===== config.mk =====
export PLATFORM = sky130hd
export DESIGN_NAME = spu_ldst_pckt_q
export DESIGN_NICKNAME = d
export VERILOG_FILES = /design/src/rtl/spu_ldst_pkg.sv /design/src/rtl/spu_ldst_fifo.sv /design/src/rtl/spu_ldst_pckt_q.sv
export SDC_FILE = /design/constraint.sdc
export NUM_CORES = 1
export LEC_CHECK = 0
export ABC_CLOCK_PERIOD_IN_PS = 6700
export BUFFER_PORTS_ARGS = -buffer_cell sky130_fd_sc_hd__buf_2
export CORE_AREA = 2 2 204 206
export CTS_CLUSTER_SIZE = 8
export DETAILED_ROUTE_END_ITERATION = 12
export DIE_AREA = 0 0 206 208
export PLACE_DENSITY_LB_ADDON = 0.25
export SETUP_SLACK_MARGIN = 0.05
export SLEW_MARGIN = 20
export SYNTH_ARGS = -nofsm -noshare
export SYNTH_HDL_FRONTEND = slang
export SYNTH_HIERARCHICAL = 1
export SYNTH_SLANG_ARGS = --single-unit

===== constraint.sdc =====
create_clock -name rclk -period 6.7 [get_ports rclk]
set_clock_uncertainty 0.15 [all_clocks]
set_input_delay 0.335 -clock rclk [delete_from_list [all_inputs] [get_ports rclk]]
set_output_delay 0.335 -clock rclk [all_outputs]
set_load 0.01 [all_outputs]

===== src/rtl/spu_ldst_pkg.sv =====
// Shared constants and error-cause encoding for the SPU load/store packet queue.
package spu_ldst_pkg;

    localparam int SPU_PCKT_W  = 123;
    localparam int SPU_CPX_W   = 135;
    localparam int CPX_VLD_BIT = SPU_CPX_W - 1;

    // Bit positions in the per-cycle error-cause vector.
    typedef enum logic [0:0] {
        ACK_NO_VLD   = 1'b0,
        RET_NO_OUTST = 1'b1
    } spu_ldst_err_e;

endpackage


===== src/rtl/spu_ldst_fifo.sv =====
// Generic DEPTH x W synchronous FIFO; head shows the oldest entry, zero when empty.
module spu_ldst_fifo #(
    parameter int DEPTH = 2,
    parameter int W     = 123
) (
    input  logic         clk,
    input  logic         rst,
    input  logic         push,
    input  logic [W-1:0] din,
    input  logic         pop,
    output logic         full,
    output logic         empty,
    output logic [W-1:0] head
);
    localparam int PW = $clog2(DEPTH);

    logic [PW-1:0] wr_ptr_q, wr_ptr_d, rd_ptr_q, rd_ptr_d;
    logic [PW:0]   occ_q, occ_d;
    logic [W-1:0]  mem_q [DEPTH];
    logic [W-1:0]  mem_d [DEPTH];
    logic          push_ok, pop_ok;

    always_comb begin
        full    = (occ_q == (PW+1)'(DEPTH));
        empty   = (occ_q == '0);
        head    = empty ? '0 : mem_q[rd_ptr_q];
        push_ok = push && !full;
        pop_ok  = pop && !empty;
        mem_d    = mem_q;
        wr_ptr_d = wr_ptr_q;
        rd_ptr_d = rd_ptr_q;
        occ_d    = occ_q;
        if (push_ok) begin
            mem_d[wr_ptr_q] = din;
            wr_ptr_d        = wr_ptr_q + PW'(1);
        end
        if (pop_ok) begin
            rd_ptr_d = rd_ptr_q + PW'(1);
        end
        // Pointers wrap for free because DEPTH is a power of two.
        if (push_ok && !pop_ok) begin
            occ_d = occ_q + (PW+1)'(1);
        end else if (pop_ok && !push_ok) begin
            occ_d = occ_q - (PW+1)'(1);
        end
    end

    always_ff @(posedge clk or posedge rst) begin
        if (rst) begin
            wr_ptr_q <= '0;
            rd_ptr_q <= '0;
            occ_q    <= '0;
            for (int i = 0; i < DEPTH; i++) begin
                mem_q[i] <= '0;
            end
        end else begin
            wr_ptr_q <= wr_ptr_d;
            rd_ptr_q <= rd_ptr_d;
            occ_q    <= occ_d;
            mem_q    <= mem_d;
        end
    end

endmodule


===== src/rtl/spu_ldst_pckt_q.sv =====
// SPU load/store packet queue: buffers MA packets toward the LSU repeater and
// throttles issue against CPX returns with an outstanding-request credit count.
module spu_ldst_pckt_q
    import spu_ldst_pkg::*;
#(
    parameter int DEPTH     = 2,
    parameter int MAX_OUTST = 4,
    parameter int PCKT_W    = SPU_PCKT_W,
    parameter int CPX_W     = SPU_CPX_W
) (
    input  logic                             rclk,
    input  logic                             rst,
    input  logic                             spu_ldst_pckt_vld,
    input  logic [PCKT_W-1:0]                spu_ldst_pckt,
    output logic                             spu_ldst_pckt_rdy,
    output logic [PCKT_W-1:0]                spu_lsurpt_ldst_pckt_in,
    output logic                             spu_ldst_pckt_out_vld,
    input  logic                             lsu_spu_ldst_ack,
    input  logic [CPX_W-1:0]                 spu_lsurpt_cpx_data_out,
    output logic [CPX_W-1:0]                 spu_cpx_data_q,
    output logic [$clog2(MAX_OUTST+1)-1:0]   spu_ldst_outst_cnt,
    output logic                             spu_ldst_idle,
    output logic                             spu_ldst_err
);
    localparam int                CNT_W   = $clog2(MAX_OUTST+1);
    localparam logic [CNT_W-1:0]  MAX_CNT = CNT_W'(MAX_OUTST);

    logic             fifo_full, fifo_empty, push, pop, ret_vld, ret_ok;
    logic [CNT_W-1:0] outst_cnt_q, outst_cnt_d;
    logic             err_q, err_d;
    logic [CPX_W-1:0] cpx_q, cpx_d;
    logic [1:0]       err_cause;

    spu_ldst_fifo #(
        .DEPTH (DEPTH),
        .W     (PCKT_W)
    ) u_fifo (
        .clk   (rclk),
        .rst   (rst),
        .push  (push),
        .din   (spu_ldst_pckt),
        .pop   (pop),
        .full  (fifo_full),
        .empty (fifo_empty),
        .head  (spu_lsurpt_ldst_pckt_in)
    );

    always_comb begin
        spu_ldst_pckt_rdy     = !fifo_full;
        spu_ldst_pckt_out_vld = !fifo_empty && (outst_cnt_q < MAX_CNT);
        push    = spu_ldst_pckt_vld && !fifo_full;
        pop     = lsu_spu_ldst_ack && spu_ldst_pckt_out_vld;
        ret_vld = spu_lsurpt_cpx_data_out[CPX_W-1];
        ret_ok  = ret_vld && (outst_cnt_q != '0);

        err_cause               = '0;
        err_cause[ACK_NO_VLD]   = lsu_spu_ldst_ack && !spu_ldst_pckt_out_vld;
        err_cause[RET_NO_OUTST] = ret_vld && (outst_cnt_q == '0);
        err_d = err_q || (|err_cause);

        // An issue and a return in the same cycle cancel out.
        outst_cnt_d = outst_cnt_q;
        if (pop && !ret_ok) begin
            outst_cnt_d = outst_cnt_q + CNT_W'(1);
        end else if (ret_ok && !pop) begin
            outst_cnt_d = outst_cnt_q - CNT_W'(1);
        end

        cpx_d = spu_lsurpt_cpx_data_out;

        spu_cpx_data_q     = cpx_q;
        spu_ldst_outst_cnt = outst_cnt_q;
        spu_ldst_err       = err_q;
        spu_ldst_idle      = fifo_empty && (outst_cnt_q == '0);
    end

    always_ff @(posedge rclk or posedge rst) begin
        if (rst) begin
            outst_cnt_q <= '0;
            err_q       <= 1'b0;
            cpx_q       <= '0;
        end else begin
            outst_cnt_q <= outst_cnt_d;
            err_q       <= err_d;
            cpx_q       <= cpx_d;
        end
    end

    a_outst_bound: assert property (@(posedge rclk) disable iff (rst) outst_cnt_q <= MAX_CNT);

endmodule

# Word-level counts from Yosys, hierarchy flattened

Cells that the tools add are included.
Widths: inputs -> output; s select.

Flip-flop bits (word level): 389
Input bits: 262
Output and inout bits: 265
Logic and storage cells: 60

Add/subtract/negate cells: 6
Order comparisons: 4
Equality and inequality tests: 1
Muxes and demuxes: 11
Bitwise logic cells: 2
Reduce and logical (&&, ||, !) cells: 28

Operators with widths:

| kind                | number |
|---|---|
| $mux 123            | 5 |
| $bwmux 246          | 1 |
| $demux 123 s1       | 1 |
| $logic_and 1x1->1   | 14 |
| $logic_not 1->1     | 7 |
| $mux 3              | 2 |
| $ge 2x2->1 const B  | 2 |
| $mux 2              | 2 |
| $not 1->2           | 2 |
| $reduce_bool 2->1   | 2 |
| $add 3x1->3 const B | 1 |
| $logic_not 3->1     | 1 |
| $lt 3x3->1 const B  | 1 |
| $reduce_bool 3->1   | 1 |
| $sub 3x1->3 const B | 1 |
| $add 1x1->1 const B | 2 |
| $add 2x1->2 const B | 1 |
| $eq 2x2->1 const B  | 1 |
| $logic_not 2->1     | 1 |
| $lt 2x1->1 const B  | 1 |
| $reduce_or 2->1     | 1 |
| $sub 2x1->2 const B | 1 |
| $logic_or 1x1->1    | 1 |

# Longest topological paths before layout

Depth after elaboration: 8
Gate-level depth with buffers: 10
Mapped depth without buffers: 9

# Cells and area by module

Netlist, hierarchy kept.

Modules (own cells, without submodules):

| module          | times used | cells an instance | area each (um2) | seq. area each (um2) |
|---|---|---|---|---|
| spu_ldst_fifo   | 1          | 811               | 11476.0         | 6256.0 |
| spu_ldst_pckt_q | 1          | 157               | 3619.7          | 3478.3 |

# Least setup slack after synthesis

No wires, ideal clock.

Path type: reg-to-reg
Start point: register u_fifo.occ_q[0]
End point: register outst_cnt_q[1] (netlist: spu_ldst_outst_cnt[1])
Setup time: 125 ps
Arrival: 2197 ps
Data required time: 6425 ps
Setup slack: 4229 ps
Cell stages (with the launch flop): 9
Path buffers: 1
Period minus slack after synthesis: 2471 ps
Cell sequence: dfrtp_1 -> nor2_1 -> clkbuf_1 -> nor2_4 -> and2_1 -> ha_1 -> inv_1 -> fa_1 -> mux2_2

Elaborated cells between the ends (all ways): 9
Those cells by class: 1 x mux; 8 x reduce/logical

RTL lines:

| item                            | RTL line              | RTL |
|---|---|---|
| start: declaration              | spu_ldst_fifo.sv:18   | `logic [PW:0] occ_q, occ_d;` |
| start signal: assignment        | spu_ldst_fifo.sv:52   | `occ_q <= '0;` |
| start signal: assignment        | spu_ldst_fifo.sv:59   | `occ_q <= occ_d;` |
| $logic_not 2->1                 | spu_ldst_fifo.sv:25   | `empty = (occ_q == '0);` |
| named net fifo_empty            | spu_ldst_pckt_q.sv:28 | `logic fifo_full, fifo_empty, push, pop, ret_vld, ret_ok;` |
| $logic_not 1->1                 | spu_ldst_pckt_q.sv:50 | `spu_ldst_pckt_out_vld = !fifo_empty && (outst_cnt_q < MAX_CNT);` |
| $logic_and 1x1->1               | spu_ldst_pckt_q.sv:50 |  |
| named net spu_ldst_pckt_out_vld | spu_ldst_pckt_q.sv:17 | `output logic spu_ldst_pckt_out_vld,` |
| $logic_and 1x1->1               | spu_ldst_pckt_q.sv:52 | `pop = lsu_spu_ldst_ack && spu_ldst_pckt_out_vld;` |
| named net pop                   | spu_ldst_pckt_q.sv:28 |  |
| $logic_and 1x1->1               | spu_ldst_pckt_q.sv:63 | `if (pop && !ret_ok) begin` |
| $mux 3                          | spu_ldst_pckt_q.sv:63 |  |
| named net outst_cnt_d[1]        | spu_ldst_pckt_q.sv:29 | `logic [CNT_W-1:0] outst_cnt_q, outst_cnt_d;` |
| end signal: assignment          | spu_ldst_pckt_q.sv:83 | `outst_cnt_q <= outst_cnt_d;` |
| end: declaration                | spu_ldst_pckt_q.sv:29 |  |

The timed path passes the listed nets, and every way through them passes these cells.
A chain may end at the register's enable or synchronous reset.

# Worst setup path in the final report

Start point: register u_fifo.occ_q[0]
End point: output spu_lsurpt_ldst_pckt_in[28]

Cells in the longest elaborated chain, start to end: 2

RTL lines:

| item                 | RTL line              | RTL |
|---|---|---|
| $logic_not 2->1      | spu_ldst_fifo.sv:25   |  |
| named net fifo_empty | spu_ldst_pckt_q.sv:28 |  |
| $mux 123             | spu_ldst_fifo.sv:26   | `head = empty ? '0 : mem_q[rd_ptr_q];` |
| end: declaration     | spu_ldst_pckt_q.sv:16 | `output logic [PCKT_W-1:0] spu_lsurpt_ldst_pckt_in,` |

The timed path passes the listed nets, and every way through them passes these cells.

==> impl_metrics.xml <==
<?xml version="1.0" encoding="UTF-8"?>
<metrics>
  <group name="floorplanning">
    <metric name="fp.coreArea" unit="mm^2">0.0406</metric>
    <metric name="floorplan.die.width" unit="um">206</metric>
    <metric name="die_y" unit="um">208</metric>
    <metric name="start_util" unit="%">37.2</metric>
    <metric name="fp.dieArea" unit="mm^2">0.0428</metric>
    <metric name="std_cell_rows" unit="">74</metric>
    <metric name="floorplan.io_pins" unit="">527</metric>
  </group>
  <group name="critical_path">
    <metric name="crit_start" unit="">u_fifo/occ_q[0]$_DFFE_PP0P_</metric>
    <metric name="critPathMaxStageDelay" unit="ns">0.78</metric>
    <metric name="timing.critical_path.cells" unit="">nor2_4 -&gt; buf_4 -&gt; buf_4 -&gt; nor2_1 -&gt; buf_2</metric>
    <metric name="crit_slowest_cell" unit="">sky130_fd_sc_hd__buf_4</metric>
    <metric name="ff2ff_path_depth" unit="">7</metric>
    <metric name="worstSetupEndpointType" unit="">primary output</metric>
    <metric name="timing.critical_path.mode_cell" unit="">sky130_fd_sc_hd__buf_4</metric>
    <metric name="timing.reg2reg.setup_slack" unit="ns">3.40</metric>
    <metric name="required" unit="ns">6.21</metric>
    <metric name="crit_fanout" unit="">78</metric>
    <metric name="crit_arrival" unit="ns">2.99</metric>
    <metric name="critical_path_class" unit="">reg2out</metric>
    <metric name="reg2reg_from" unit="">u_fifo/occ_q[0]$_DFFE_PP0P_</metric>
    <metric name="worst_setup_path_start_kind" unit="">register</metric>
    <metric name="worstReg2RegEnd" unit="">u_fifo/mem_q[178]$_DFFE_PP0P_</metric>
  </group>
  <group name="clocking">
    <metric name="clk_root_buffer_cell" unit="">sky130_fd_sc_hd__clkbuf_16</metric>
    <metric name="clock_sink_count" unit="">389</metric>
    <metric name="cts.htree.levels" unit="">2</metric>
    <metric name="cts.clk_slew.worst_paths" unit="ns">0.05</metric>
    <metric name="cts_resized" unit="">0</metric>
    <metric name="number_of_clock_buffers_inserted_by_tritoncts" unit="">54</metric>
    <metric name="clock_latency" unit="ns">0.58</metric>
    <metric name="clk_path_buf_depth" unit="">3</metric>
    <metric name="cts_tree" unit="">built</metric>
    <metric name="postCtsSetupBuffers" unit="">0</metric>
  </group>
  <group name="timing">
    <metric name="report.final.setup_viol" unit="">0</metric>
    <metric name="grt_setup_unrepaired" unit="">no</metric>
    <metric name="totalNegativeSetupSlack" unit="ns">0</metric>
    <metric name="timing.max_slew.rel_slack" unit="%">35.5</metric>
    <metric name="report.final.slew_viol_count" unit="">0</metric>
    <metric name="timing.final.crit_period" unit="ns">3.47</metric>
    <metric name="timing.final.hold_violations" unit="">0</metric>
    <metric name="worst-slew-pin-transition" unit="ns">0.968</metric>
    <metric name="fmaxAchievable" unit="GHz">0.288</metric>
    <metric name="period_share" unit="%">51.8</metric>
  </group>
  <group name="hold_path">
    <metric name="hold_path_sink" unit="">u_fifo/wr_ptr_q$_DFFE_PP0P_</metric>
    <metric name="classification_of_the_worst_slack_hold_path" unit="">in2reg</metric>
    <metric name="timing.hold.worst.start" unit="">spu_ldst_pckt_vld</metric>
    <metric name="min_delay_path_depth" unit="">4</metric>
  </group>
  <group name="global_route">
    <metric name="grt_start_max_net_pins" unit="">178</metric>
    <metric name="initial_antenna_violation_count" unit="">11</metric>
    <metric name="first_global_vias" unit="">12000</metric>
    <metric name="first_pass_grt_wire_length" unit="mm">71.3</metric>
    <metric name="gr-total-overflow" unit="">0</metric>
    <metric name="track_usage" unit="%">21.9</metric>
  </group>
  <group name="job">
    <metric name="max_cap_violation_count" unit="">0</metric>
  </group>
  <group name="power_and_ir_drop">
    <metric name="cellLeakagePower" unit="nW">10.9</metric>
    <metric name="p_per_area" unit="mW/mm^2">456</metric>
    <metric name="ir_drop" unit="mV">0.259</metric>
  </group>
  <group name="routing">
    <metric name="via_per_inst" unit="">4.69</metric>
    <metric name="remaining_drc_errors" unit="">0</metric>
    <metric name="detail_route.wirelength" unit="mm">47.3</metric>
    <metric name="detailedRoute.firstIterationViolations" unit="">544</metric>
    <metric name="average_routed_wire_per_standard_cell" unit="um">20.5</metric>
    <metric name="via_count" unit="">10800</metric>
    <metric name="antenna_violating_nets_post_route" unit="">0</metric>
    <metric name="dr.pass1.iters" unit="">4</metric>
  </group>
  <group name="synthesis">
    <metric name="synth-xor-area-share" unit="%">0.464</metric>
    <metric name="ys_seq_area_share" unit="%">64.5</metric>
    <metric name="synthSimpleGateAreaFrac" unit="%">3.70</metric>
    <metric name="synth.net_count" unit="">1233</metric>
    <metric name="compound_gate_fraction_of_synth_area" unit="%">0.0912</metric>
    <metric name="synth-edff-count" unit="">0</metric>
    <metric name="yosys.area.top_type_share" unit="%">64.5</metric>
    <metric name="synth_area_leader_cell" unit="">sky130_fd_sc_hd__dfrtp_1</metric>
    <metric name="postSynthRegisterBits" unit="">389</metric>
    <metric name="async_set_or_reset_flop_fraction_in_the_synthesized_netlist" unit="%">100</metric>
    <metric name="synth_cell_area" unit="mm^2">0.0151</metric>
    <metric name="dominant_register_cell_in_the_synthesized_netlist" unit="">sky130_fd_sc_hd__dfrtp_1</metric>
    <metric name="synth_top_family_by_area" unit="">multiplexers</metric>
    <metric name="ys_top_cells_by_area" unit="">sky130_fd_sc_hd__dfrtp_1 (64%), sky130_fd_sc_hd__mux2_2 (13%), sky130_fd_sc_hd__mux2i_1 (8.2%)</metric>
    <metric name="synth.distinct_cells" unit="">25</metric>
    <metric name="syn_inst" unit="">968</metric>
    <metric name="synth_mux_area_share" unit="%">28.3</metric>
    <metric name="synth-adder-area-share" unit="%">0.298</metric>
    <metric name="synth_warnings" unit="">6</metric>
    <metric name="syn_area_per_cell" unit="um^2">15.6</metric>
  </group>
  <group name="cells_and_area">
    <metric name="layout.nets" unit="">2031</metric>
    <metric name="most_common_cell_after_layout_fill_and_taps_aside" unit="">sky130_fd_sc_hd__buf_2</metric>
    <metric name="n_fill_cell" unit="">3450</metric>
    <metric name="area_growth_syn_to_layout" unit="%">47.1</metric>
    <metric name="layout-drive-gt1-share" unit="%">48.0</metric>
    <metric name="post-route-util" unit="%">54.8</metric>
    <metric name="commonest_cells_after_routing_fill_and_taps_aside" unit="">sky130_fd_sc_hd__buf_2 (526), sky130_fd_sc_hd__dfrtp_1 (388), sky130_fd_sc_hd__dlygate4sd3_1 (260)</metric>
  </group>
  <group name="placed_design">
    <metric name="detailedPlacementHpwl" unit="mm">31.3</metric>
    <metric name="port_buffers" unit="">526</metric>
    <metric name="place_congestion" unit="">0.873</metric>
  </group>
  <group name="outcome">
    <metric name="result_of_the_run" unit="">finished, final reports clean</metric>
  </group>
</metrics>
==> registers in the layout, summed over array words and instances (netlist names) <==
| signal | cells |
|---|---|
| u_fifo/mem_q | 246 |
| spu_cpx_data_q | 135 |
| spu_ldst_outst_cnt | 3 |
| u_fifo/occ_q | 2 |
| spu_ldst_err | 1 |
| u_fifo/rd_ptr_q | 1 |
| u_fifo/wr_ptr_q | 1 |
==> power by group <==
part           total, W  internal (W)  leakage [nW]  switching [W]
sequential      0.00367       0.00320          4.57       0.000473
combinational   0.00408       0.00211          5.63        0.00198
clock           0.00237       0.00141         0.687       0.000962
total            0.0101       0.00672          10.9        0.00341
==> kinds of logic after synthesis <==
logic type	after synthesis
multiplexers	370
AND/OR/NAND/NOR	137
XOR/XNOR	8
flip-flops	389
AO/OA/AOI/OAI	2
adder cells (fa/ha/maj)	3
buffers and inverters	59
==> metal layers <==
layer | wire (um) | global-route usage, %
met2 | 23900 | 37.5
met3 | 3720 | 6.64
met1 | 18100 | 25.4
met4 | 1540 | 8.84
met5 | 0 | 0
==> cell usage after synthesis (all sizes together), types with 2 or more instances <==
library cell,n
dfrtp,389
mux2,247
nor2,127
mux2i,123
buf,45
clkbuf,9
inv,5
xor2,5
and2,3
xnor2,3
ha,2
nand2b,2
nor2b,2
==> repair_timing <==
action | CTS | global route
setup endpoints to repair | 0 | 0
hold buffers | 260 | 0
endpoints found under the hold margin | 503 | 0
==> per-stage QoR <==
stage	total power (W)	setup slack (ns)	hold slack, ns	cell area (um^2)	instances
6_report	0.0101	3.23	0.223	22200	2313
3_5_place_dp	0.00769	3.36	0.295	18200	1981
3_3_place_gp	0.00760	3.37	0.293	18200	1981
5_1_grt	0.0107	3.05	0.209	22200	2312
4_1_cts	0.0102	3.14	0.186	22200	2299
2_1_floorplan	0.00637	2.49	0.216	15100	968
==> area by class of cell <==
class / instances / area (um^2) / area share, %
Multi-Input combinational cell: 520 / 4980 / 22.4
Tap cell: 532 / 666 / 3.00
Inverter: 5 / 27.5 / 0.124
Sequential cell: 389 / 9740 / 43.8
Timing Repair Buffer: 796 / 5370 / 24.2
Clock inverter: 3 / 41.3 / 0.186
Antenna cell: 13 / 32.5 / 0.146
Clock buffer: 55 / 1360 / 6.10
==> worst max-delay path: cells and delay by family (launching register included) <==
family / cells / cell delay (ns)
and+or+nand+nor: 2 / 0.35
buffers and inverters: 3 / 1.49
DFF: 1 / 0.46
==> worst max-delay path by stage <==
stage	endpoint	slack [ns]
after global placement	u_fifo/mem_q[171]$_DFFE_PP0P_	3.37
after floorplan	spu_cpx_data_q[0]$_DFF_PP0_	2.49
after CTS	spu_lsurpt_ldst_pckt_in[28]	3.14
after global routing	spu_lsurpt_ldst_pckt_in[28]	3.05
after detailed placement	u_fifo/mem_q[185]$_DFFE_PP0P_	3.36
final	spu_lsurpt_ldst_pckt_in[28]	3.23
(Power assumes the default switching activity.)
